<file path="config.mk">
export PLATFORM = sky130hd
export DESIGN_NAME = alu_exec_unit
export DESIGN_NICKNAME = d
export VERILOG_FILES = /design/src/rtl/alu_exec_unit.sv
export SDC_FILE = /design/constraint.sdc
export NUM_CORES = 1
export LEC_CHECK = 0
export CAP_MARGIN = 20
export CELL_PAD_IN_SITES_DETAIL_PLACEMENT = 1
export CELL_PAD_IN_SITES_GLOBAL_PLACEMENT = 1
export CORE_UTILIZATION = 40
export DETAILED_ROUTE_END_ITERATION = 16
export PLACE_DENSITY_LB_ADDON = 0.1
export SYNTH_ARGS = -nofsm -noshare
export SYNTH_HDL_FRONTEND = slang
export SYNTH_SLANG_ARGS = --single-unit
</file>
<file path="constraint.sdc">
create_clock -name clk -period 8.3 [get_ports clk]
set_clock_uncertainty 0.05 [all_clocks]
set_input_delay 1.66 -clock clk [delete_from_list [all_inputs] [get_ports clk]]
set_output_delay 1.66 -clock clk [all_outputs]
set_load 0.05 [all_outputs]
</file>
<file path="src/rtl/alu_exec_unit.sv">
// alu_exec_unit: registered ALU execute stage with a valid/ready handshake on both sides.
//
// Ports:
//   clk         single clock, rising edge
//   rst         synchronous active-high reset
//   in_valid    request present
//   in_ready    request accepted this cycle when in_valid is also high
//   ALUControl  000 add, 001 sub, 010 and, 011 or, 100 srl, 101 slt, 110 pass SrcB, 111 sll
//   SrcA, SrcB  operands, captured at accept
//   out_valid   ALUResult/Zero valid; held until out_ready
//   out_ready   consumer takes the result
//   ALUResult   registered result
//   Zero        registered flag, ALUResult == 0
//
// Build option: define ALU_EXEC_FASTSHIFT_EN to make shifts single-cycle barrel shifts.
// Without it, shifts by N > 0 iterate one bit per cycle in StShift.

module alu_exec_unit #(
    parameter int unsigned DATA_WIDTH = 32
) (
    input  logic                  clk,
    input  logic                  rst,
    input  logic                  in_valid,
    output logic                  in_ready,
    input  logic [2:0]            ALUControl,
    input  logic [DATA_WIDTH-1:0] SrcA,
    input  logic [DATA_WIDTH-1:0] SrcB,
    output logic                  out_valid,
    input  logic                  out_ready,
    output logic [DATA_WIDTH-1:0] ALUResult,
    output logic                  Zero
);

    localparam int unsigned ShW = (DATA_WIDTH > 1) ? $clog2(DATA_WIDTH) : 1;

    typedef enum logic [1:0] {
        StIdle  = 2'd0,
        StShift = 2'd1,
        StDone  = 2'd2
    } state_e;

    state_e                  state_q;
    logic                    out_valid_q;
    logic [DATA_WIDTH-1:0]   result_q;
    logic                    zero_q;
    logic [ShW-1:0]          cnt_q;
    logic                    dir_left_q;

    logic [ShW-1:0]          shamt;
    logic [DATA_WIDTH-1:0]   alu_res;
    logic [DATA_WIDTH-1:0]   shift_nxt;
    logic                    go_iter;
    logic                    accept;

    assign in_ready  = (state_q == StIdle) || ((state_q == StDone) && out_ready);
    assign accept    = in_valid && in_ready;
    assign out_valid = out_valid_q;
    assign ALUResult = result_q;
    assign Zero      = zero_q;

    // Result for everything that finishes in one cycle. In the iterative build a shift
    // by zero lands here too and simply passes SrcA.
    always_comb begin
        shamt   = SrcB[ShW-1:0];
        alu_res = '0;
        case (ALUControl)
            3'b000: alu_res = SrcA + SrcB;
            3'b001: alu_res = SrcA - SrcB;
            3'b010: alu_res = SrcA & SrcB;
            3'b011: alu_res = SrcA | SrcB;
`ifdef ALU_EXEC_FASTSHIFT_EN
            3'b100: alu_res = SrcA >> shamt;
            3'b111: alu_res = SrcA << shamt;
`else
            3'b100: alu_res = SrcA;
            3'b111: alu_res = SrcA;
`endif
            3'b101: alu_res = {{(DATA_WIDTH-1){1'b0}}, ($signed(SrcA) < $signed(SrcB))};
            3'b110: alu_res = SrcB;
            default: alu_res = '0;
        endcase
`ifdef ALU_EXEC_FASTSHIFT_EN
        go_iter = 1'b0;
`else
        go_iter = ((ALUControl == 3'b100) || (ALUControl == 3'b111)) && (shamt != '0);
`endif
    end

    assign shift_nxt = dir_left_q ? (result_q << 1) : (result_q >> 1);

    always_ff @(posedge clk) begin
        if (rst) begin
            state_q     <= StIdle;
            out_valid_q <= 1'b0;
            result_q    <= '0;
            zero_q      <= 1'b1;
            cnt_q       <= '0;
            dir_left_q  <= 1'b0;
        end else begin
            case (state_q)
                StIdle, StDone: begin
                    if (accept) begin
                        if (go_iter) begin
                            // result_q doubles as the working shift register
                            state_q     <= StShift;
                            out_valid_q <= 1'b0;
                            result_q    <= SrcA;
                            cnt_q       <= shamt;
                            dir_left_q  <= ALUControl[1];
                        end else begin
                            state_q     <= StDone;
                            out_valid_q <= 1'b1;
                            result_q    <= alu_res;
                            zero_q      <= (alu_res == '0);
                        end
                    end else if ((state_q == StDone) && out_ready) begin
                        state_q     <= StIdle;
                        out_valid_q <= 1'b0;
                    end
                end
                StShift: begin
                    result_q <= shift_nxt;
                    zero_q   <= (shift_nxt == '0);
                    cnt_q    <= cnt_q - ShW'(1);
                    if (cnt_q == ShW'(1)) begin
                        state_q     <= StDone;
                        out_valid_q <= 1'b1;
                    end
                end
                default: begin
                    state_q     <= StIdle;
                    out_valid_q <= 1'b0;
                end
            endcase
        end
    end

endmodule

</file>
Word level (Yosys, flattened, before mapping)
Cells that the tools add are included.
- register bits after elaboration: 42
- bits in latches: 0
- RAM bits: 0
- ROM bits: 0
- input bits: 71
- output and inout port bits: 35
- logic and storage cells: 66
- memories: 0
- $add $sub $neg: 3
- multipliers: 0
- div/mod/pow operators: 0
- order comparisons: 1
- equal/unequal tests: 15
- shift-type cells: 0
- multiplexer cells: 21
- bitwise gates (word level): 2
- reduce and logical (&&, ||, !) cells: 18
- operators with widths (operator ; number):
    32-bit one-hot mux with 7 select lines ; 1
    32-bit 2-to-1 mux ; 3
    32-bit logical NOT ; 2
    32-bit one-hot mux with 2 select lines ; 1
    32-bit adder ; 1
    32-bit AND ; 1
    32-bit less-than comparator ; 1
    32-bit OR ; 1
    32-bit subtractor ; 1
    3-bit equality test, second input constant ; 4
    5-bit 2-to-1 mux ; 2
    5-bit one-hot mux with 2 select lines ; 1
    3-bit AND reduction ; 3
    2-bit 2-to-1 mux ; 4
    2-bit != test, second input constant ; 4
    3-bit by 2-bit equality test with 1-bit output, second input constant ; 2
    1-bit 2-to-1 mux ; 6
    5-bit by 1-bit equality test with 1-bit output, second input constant ; 1
    5-bit nonzero test ; 1
    5-bit by 1-bit subtractor with 5-bit output, second input constant ; 1
    1-bit one-hot mux with 2 select lines ; 2
    2-bit one-hot mux with 2 select lines ; 1
    2-bit AND reduction ; 2
    2-bit OR reduction ; 2
    9 further kinds ; 12

Longest topological paths before layout
- depth after elaboration: 7
- mapped depth: 15
- depth with buffers taken out: 15

Worst setup path after synthesis
OpenSTA, ideal clock, no wires.
- path kind: in2reg
- from: input port SrcA[0]
- to: register zero_q, in the netlist Zero
- library setup time: 84 ps
- arrival time: 4508 ps
- data required time: 8166 ps
- setup slack: 3658 ps
- stages on the path: 13
- path buffers: 0
- cells stage by stage: ha_1 > fa_1 > a211oi_1 > o211ai_1 > a211o_1 > a21boi_1 > nor2_1 > a31o_1 > a21o_1 > or4_4 > nor4_2 > nand4_1 > o31ai_2
- cells in the longest elaborated chain, start to end: 6
- elaborated cells on any way between the ends: 10
- those cells by class: add/sub: 2; order compare: 1; mux: 4; bitwise: 2; reduce/logical: 1
- RTL lines (element ; RTL line ; RTL):
    start, declared ; 26 ; input logic [DATA_WIDTH-1:0] SrcA,
    32-bit subtractor, or another cell as far along ; 68 ; 3'b001: alu_res = SrcA - SrcB;
    32-bit one-hot mux with 7 select lines (*) ; 66 ; case (ALUControl)
    32-bit logical NOT (*) ; 114 ; zero_q <= (alu_res == '0);
    1-bit 2-to-1 mux (*) ; 103 ; if (go_iter) begin
    1-bit 2-to-1 mux (*) ; 102 ; if (accept) begin
    1-bit one-hot mux with 2 select lines (*) ; 100 ; case (state_q)
    end signal, assigned ; 114 ;
    end signal, assigned ; 123 ; zero_q <= (shift_nxt == '0);
    end, declared ; 45 ; logic zero_q;
Every way passes the cells marked *; elsewhere a longest branch is shown, timed or not. The select of a mux whose other input is x is not followed.
A chain may end at the register's enable or synchronous reset.

Worst setup path after layout
- from: input port SrcA[13]
- to: register zero_q, in the netlist Zero
Same word-level chain as after synthesis.

==> results.py <==
metrics = {
    "cells_and_area": {
        "fillers": 2577,
        "antenna_cells": 0,
        "area_growth_pct": 16.1,
        "final_cell_mix": "nor2_1 (155), a21oi_1 (111), clkdlybuf4s50_1 (103)",
        "layout.nets": 1429,
        "fin_cells": 1524,
        "drive_above_1_share_pct": 3.97,
        "final_common_cell": "nor2_1",
    },
    "min_path": {
        "holdCritStartpoint": "cnt_q[4]",
        "whs_endpoint": "cnt_q[4]",
        "hold_class": "reg -> reg",
        "hold_path_depth": 1,
    },
    "worst_setup_path": {
        "cp.required_ns": 8.46,
        "worstPathArrival_ns": 5.94,
        "cpMaxStageDelayCell": "a2111oi_0",
        "crit_chain": "clkdlybuf4s50_1 -> inv_1 -> ha_1 -> nor2b_1 -> a2111oi_0 -> o311ai_0 -> o311ai_1 -> o311ai_0 -> mux2i_1 -> xnor2_1 -> o21ai_0 -> nor4_1 -> nand4_1 -> o31ai_2",
        "regToRegStartpoint": "dir_left_q",
        "r2r_setup_slack_ns": 4.75,
        "worstReg2RegEnd": "Zero",
        "slowest_delay_ns": 0.78,
        "worst-setup-path-type": "in -> reg",
        "cp_max_fo": 10,
        "crit_top_cell": "o311ai_0",
        "end_kind": "register",
        "reg2regPathDepth": 10,
        "start_kind": "input port",
    },
    "floorplanning": {
        "die_y_um": 145,
        "coreArea_mm2": 0.0197,
        "die_width_um": 145,
        "start_util_pct": 41.4,
        "num_io_pins": 106,
        "fp-row-count": 51,
        "die_area_mm2": 0.0210,
    },
    "sta": {
        "totalNegativeSetupSlack_ns": 0,
        "post-route-min-period_ns": 5.79,
        "hold_viol_final": 0,
        "finalCritPeriodShare_pct": 69.7,
        "fmax_mhz": 173,
        "rsz0062_at_grt": "no",
        "slew_violations": 0,
        "relSlewSlack_pct": 34.3,
        "setup_viol": 0,
        "worst_slew_pin_slew_ns": 0.985,
    },
    "logic_synthesis": {
        "async_reset_ff_share_pct": 0,
        "synthCells": 1217,
        "syn_nets": 1388,
        "postSynthAreaPerCell_um2": 6.70,
        "ys_seq_area_share_pct": 10.1,
        "syn-cell-area_mm2": 0.00816,
        "synth_ff_type": "dfxtp_1",
        "synth-edff-count": 0,
        "synth.distinct_cells": 82,
        "synth_warnings": 0,
        "synth-seq-cells": 41,
    },
    "power": {
        "p_per_area_mw_per_mm2": 119,
        "power_w": 0.00112,
        "switching_power_w": 0.000525,
        "p_leak_nw": 3.80,
        "p_sw_share_pct": 46.7,
        "ir_drop_mv": 0.0914,
        "p_clk_share_pct": 20.6,
        "comb_power_share_pct": 57.9,
        "internal_power_w": 0.000599,
        "seq_power_share_pct": 21.5,
    },
    "global_route": {
        "grt_pass1_vias": 9394,
        "grt_pass1_wl_um": 51800,
        "grt_max_degree": 88,
        "antenna_found_initial": 0,
        "grt_use_total_pct": 31.9,
        "overflow": 0,
    },
    "place": {
        "gp_congestion": 0.933,
        "port_buffers": 105,
        "place_inst": 1516,
        "hpwl_um": 25600,
    },
    "cts": {
        "post_cts_buffers": 0,
        "clk_pin_slew_worst_paths_ns": 0.07,
        "ctsResizeCount": 0,
        "cts_tree": "done",
        "insertion_delay_ns": 0.29,
        "cts_buffers": 5,
        "postCtsHoldBufs": 0,
        "cts-htree-levels": 2,
        "clock_path_buffers": 2,
        "cts_root_buffer": "clkbuf_16",
        "cts.sinks": 41,
    },
    "routing": {
        "drt-total-wl_um": 33300,
        "postRouteAntennaNets": 0,
        "drtIter0Drc": 797,
        "viasPerCell": 6.37,
        "drt_pre_antenna_iters": 6,
        "drc": 0,
        "wl_per_cell_um": 21.9,
        "vias": 9712,
    },
    "outcome": {
        "status": "finished clean",
    },
    "flow_run": {
        "cap_violations": 0,
    },
}
[logic make-up after synthesis]
group	after synthesis	synth area share, %
AO/OA/AOI/OAI	431	35.4
XOR/XNOR	20	2.15
adder cells (fa/ha/maj)	100	15.5
buffers and inverters	185	8.83
flip-flops	41	10.1
multiplexers	41	5.28
AND/OR/NAND/NOR	399	22.7
[worst max-delay path by stage]
| stage | startpoint | to | slack, ns | cells after the start |
|---|---|---|---|---|
| global placement | SrcA[13] | Zero | 2.27 | 14 |
| finish | SrcA[13] | Zero | 2.51 | 14 |
| CTS | SrcA[13] | Zero | 2.56 | 14 |
| global route | SrcA[13] | Zero | 2.19 | 14 |
| floorplan | SrcA[0] | Zero | 3.66 | 13 |
| detailed placement | SrcA[13] | Zero | 2.30 | 14 |
[flip-flops by register name, indices dropped and copies added (netlist names)]
| signal | flops |
|---|---|
| cnt_q | 5 |
| dir_left_q | 1 |
| ALUResult | 32 |
| Zero | 1 |
| state_q | 2 |
[layout make-up]
class	count	area (µm²)	area share [%]
clock buffer	7	143	1.51
clock inverter	1	30.0	0.317
inverter	100	375	3.96
multi-input combinational	991	6620	69.9
sequential	41	822	8.68
tap	265	332	3.50
timing repair buffer	119	1150	12.1
[synth_stat cells (17+ instances only)]
cell,number,area (µm²)
nor2_1,156,586
nor3_1,20,100
clkbuf_1,63,236
a21o_1,17,128
dfxtp_1,41,821
nand3_1,30,150
inv_1,97,364
a221oi_1,31,272
nor4_1,18,113
nand2_1,99,372
a21oi_1,111,556
o21ai_0,81,405
o211ai_1,21,158
a211oi_1,31,233
mux2i_1,34,340
ha_1,98,1230
[layer usage]
| metal | share of wire [%] | vias up | GRT usage [%] |
|---|---|---|---|
| met5 | 0 | - | 0 |
| li1 | - | 4530 | - |
| met1 | 44 | 4725 | 41.5 |
| met2 | 47 | 382 | 55.1 |
| met4 | 3.0 | 0 | 9.36 |
| met3 | 6.6 | 75 | 3.59 |
[power by group through the flow]
stage	combinational, W	sequential, W	clock [W]
3_5_place_dp	0.000637	0.000245	0
6_report	0.000651	0.000242	0.000231
3_3_place_gp	0.000629	0.000245	0
4_1_cts	0.000641	0.000241	0.000233
5_1_grt	0.000702	0.000244	0.000241
2_1_floorplan	0.000379	0.000285	0
[worst max-delay path, delay by kind of cell]
| kind | cells | cell delay (ns) |
|---|---|---|
| and+or+nand+nor | 3 | 0.58 |
| adders and majority gates | 1 | 0.55 |
| buffers and inverters | 2 | 0.61 |
| xor gates and xnor gates | 1 | 0.14 |
| muxes | 1 | 0.23 |
| AOI/OAI and AO/OA | 6 | 2.15 |
[through the flow]
| step | cell area [µm²] | hold slack (ns) | utilization (%) | setup WS [ns] |
|---|---|---|---|---|
| floorplan | 8160 | 0.392 | - | 3.66 |
| global placement | 9300 | 0.419 | 47.2 | 2.27 |
| detailed placement | 9300 | 0.432 | 47.2 | 2.30 |
| CTS | 9470 | 0.441 | 48.0 | 2.56 |
| global route | 9470 | 0.467 | 48.0 | 2.19 |
| finish | 9470 | 0.434 | 48.0 | 2.51 |
Power figures use the tool's default switching activity.
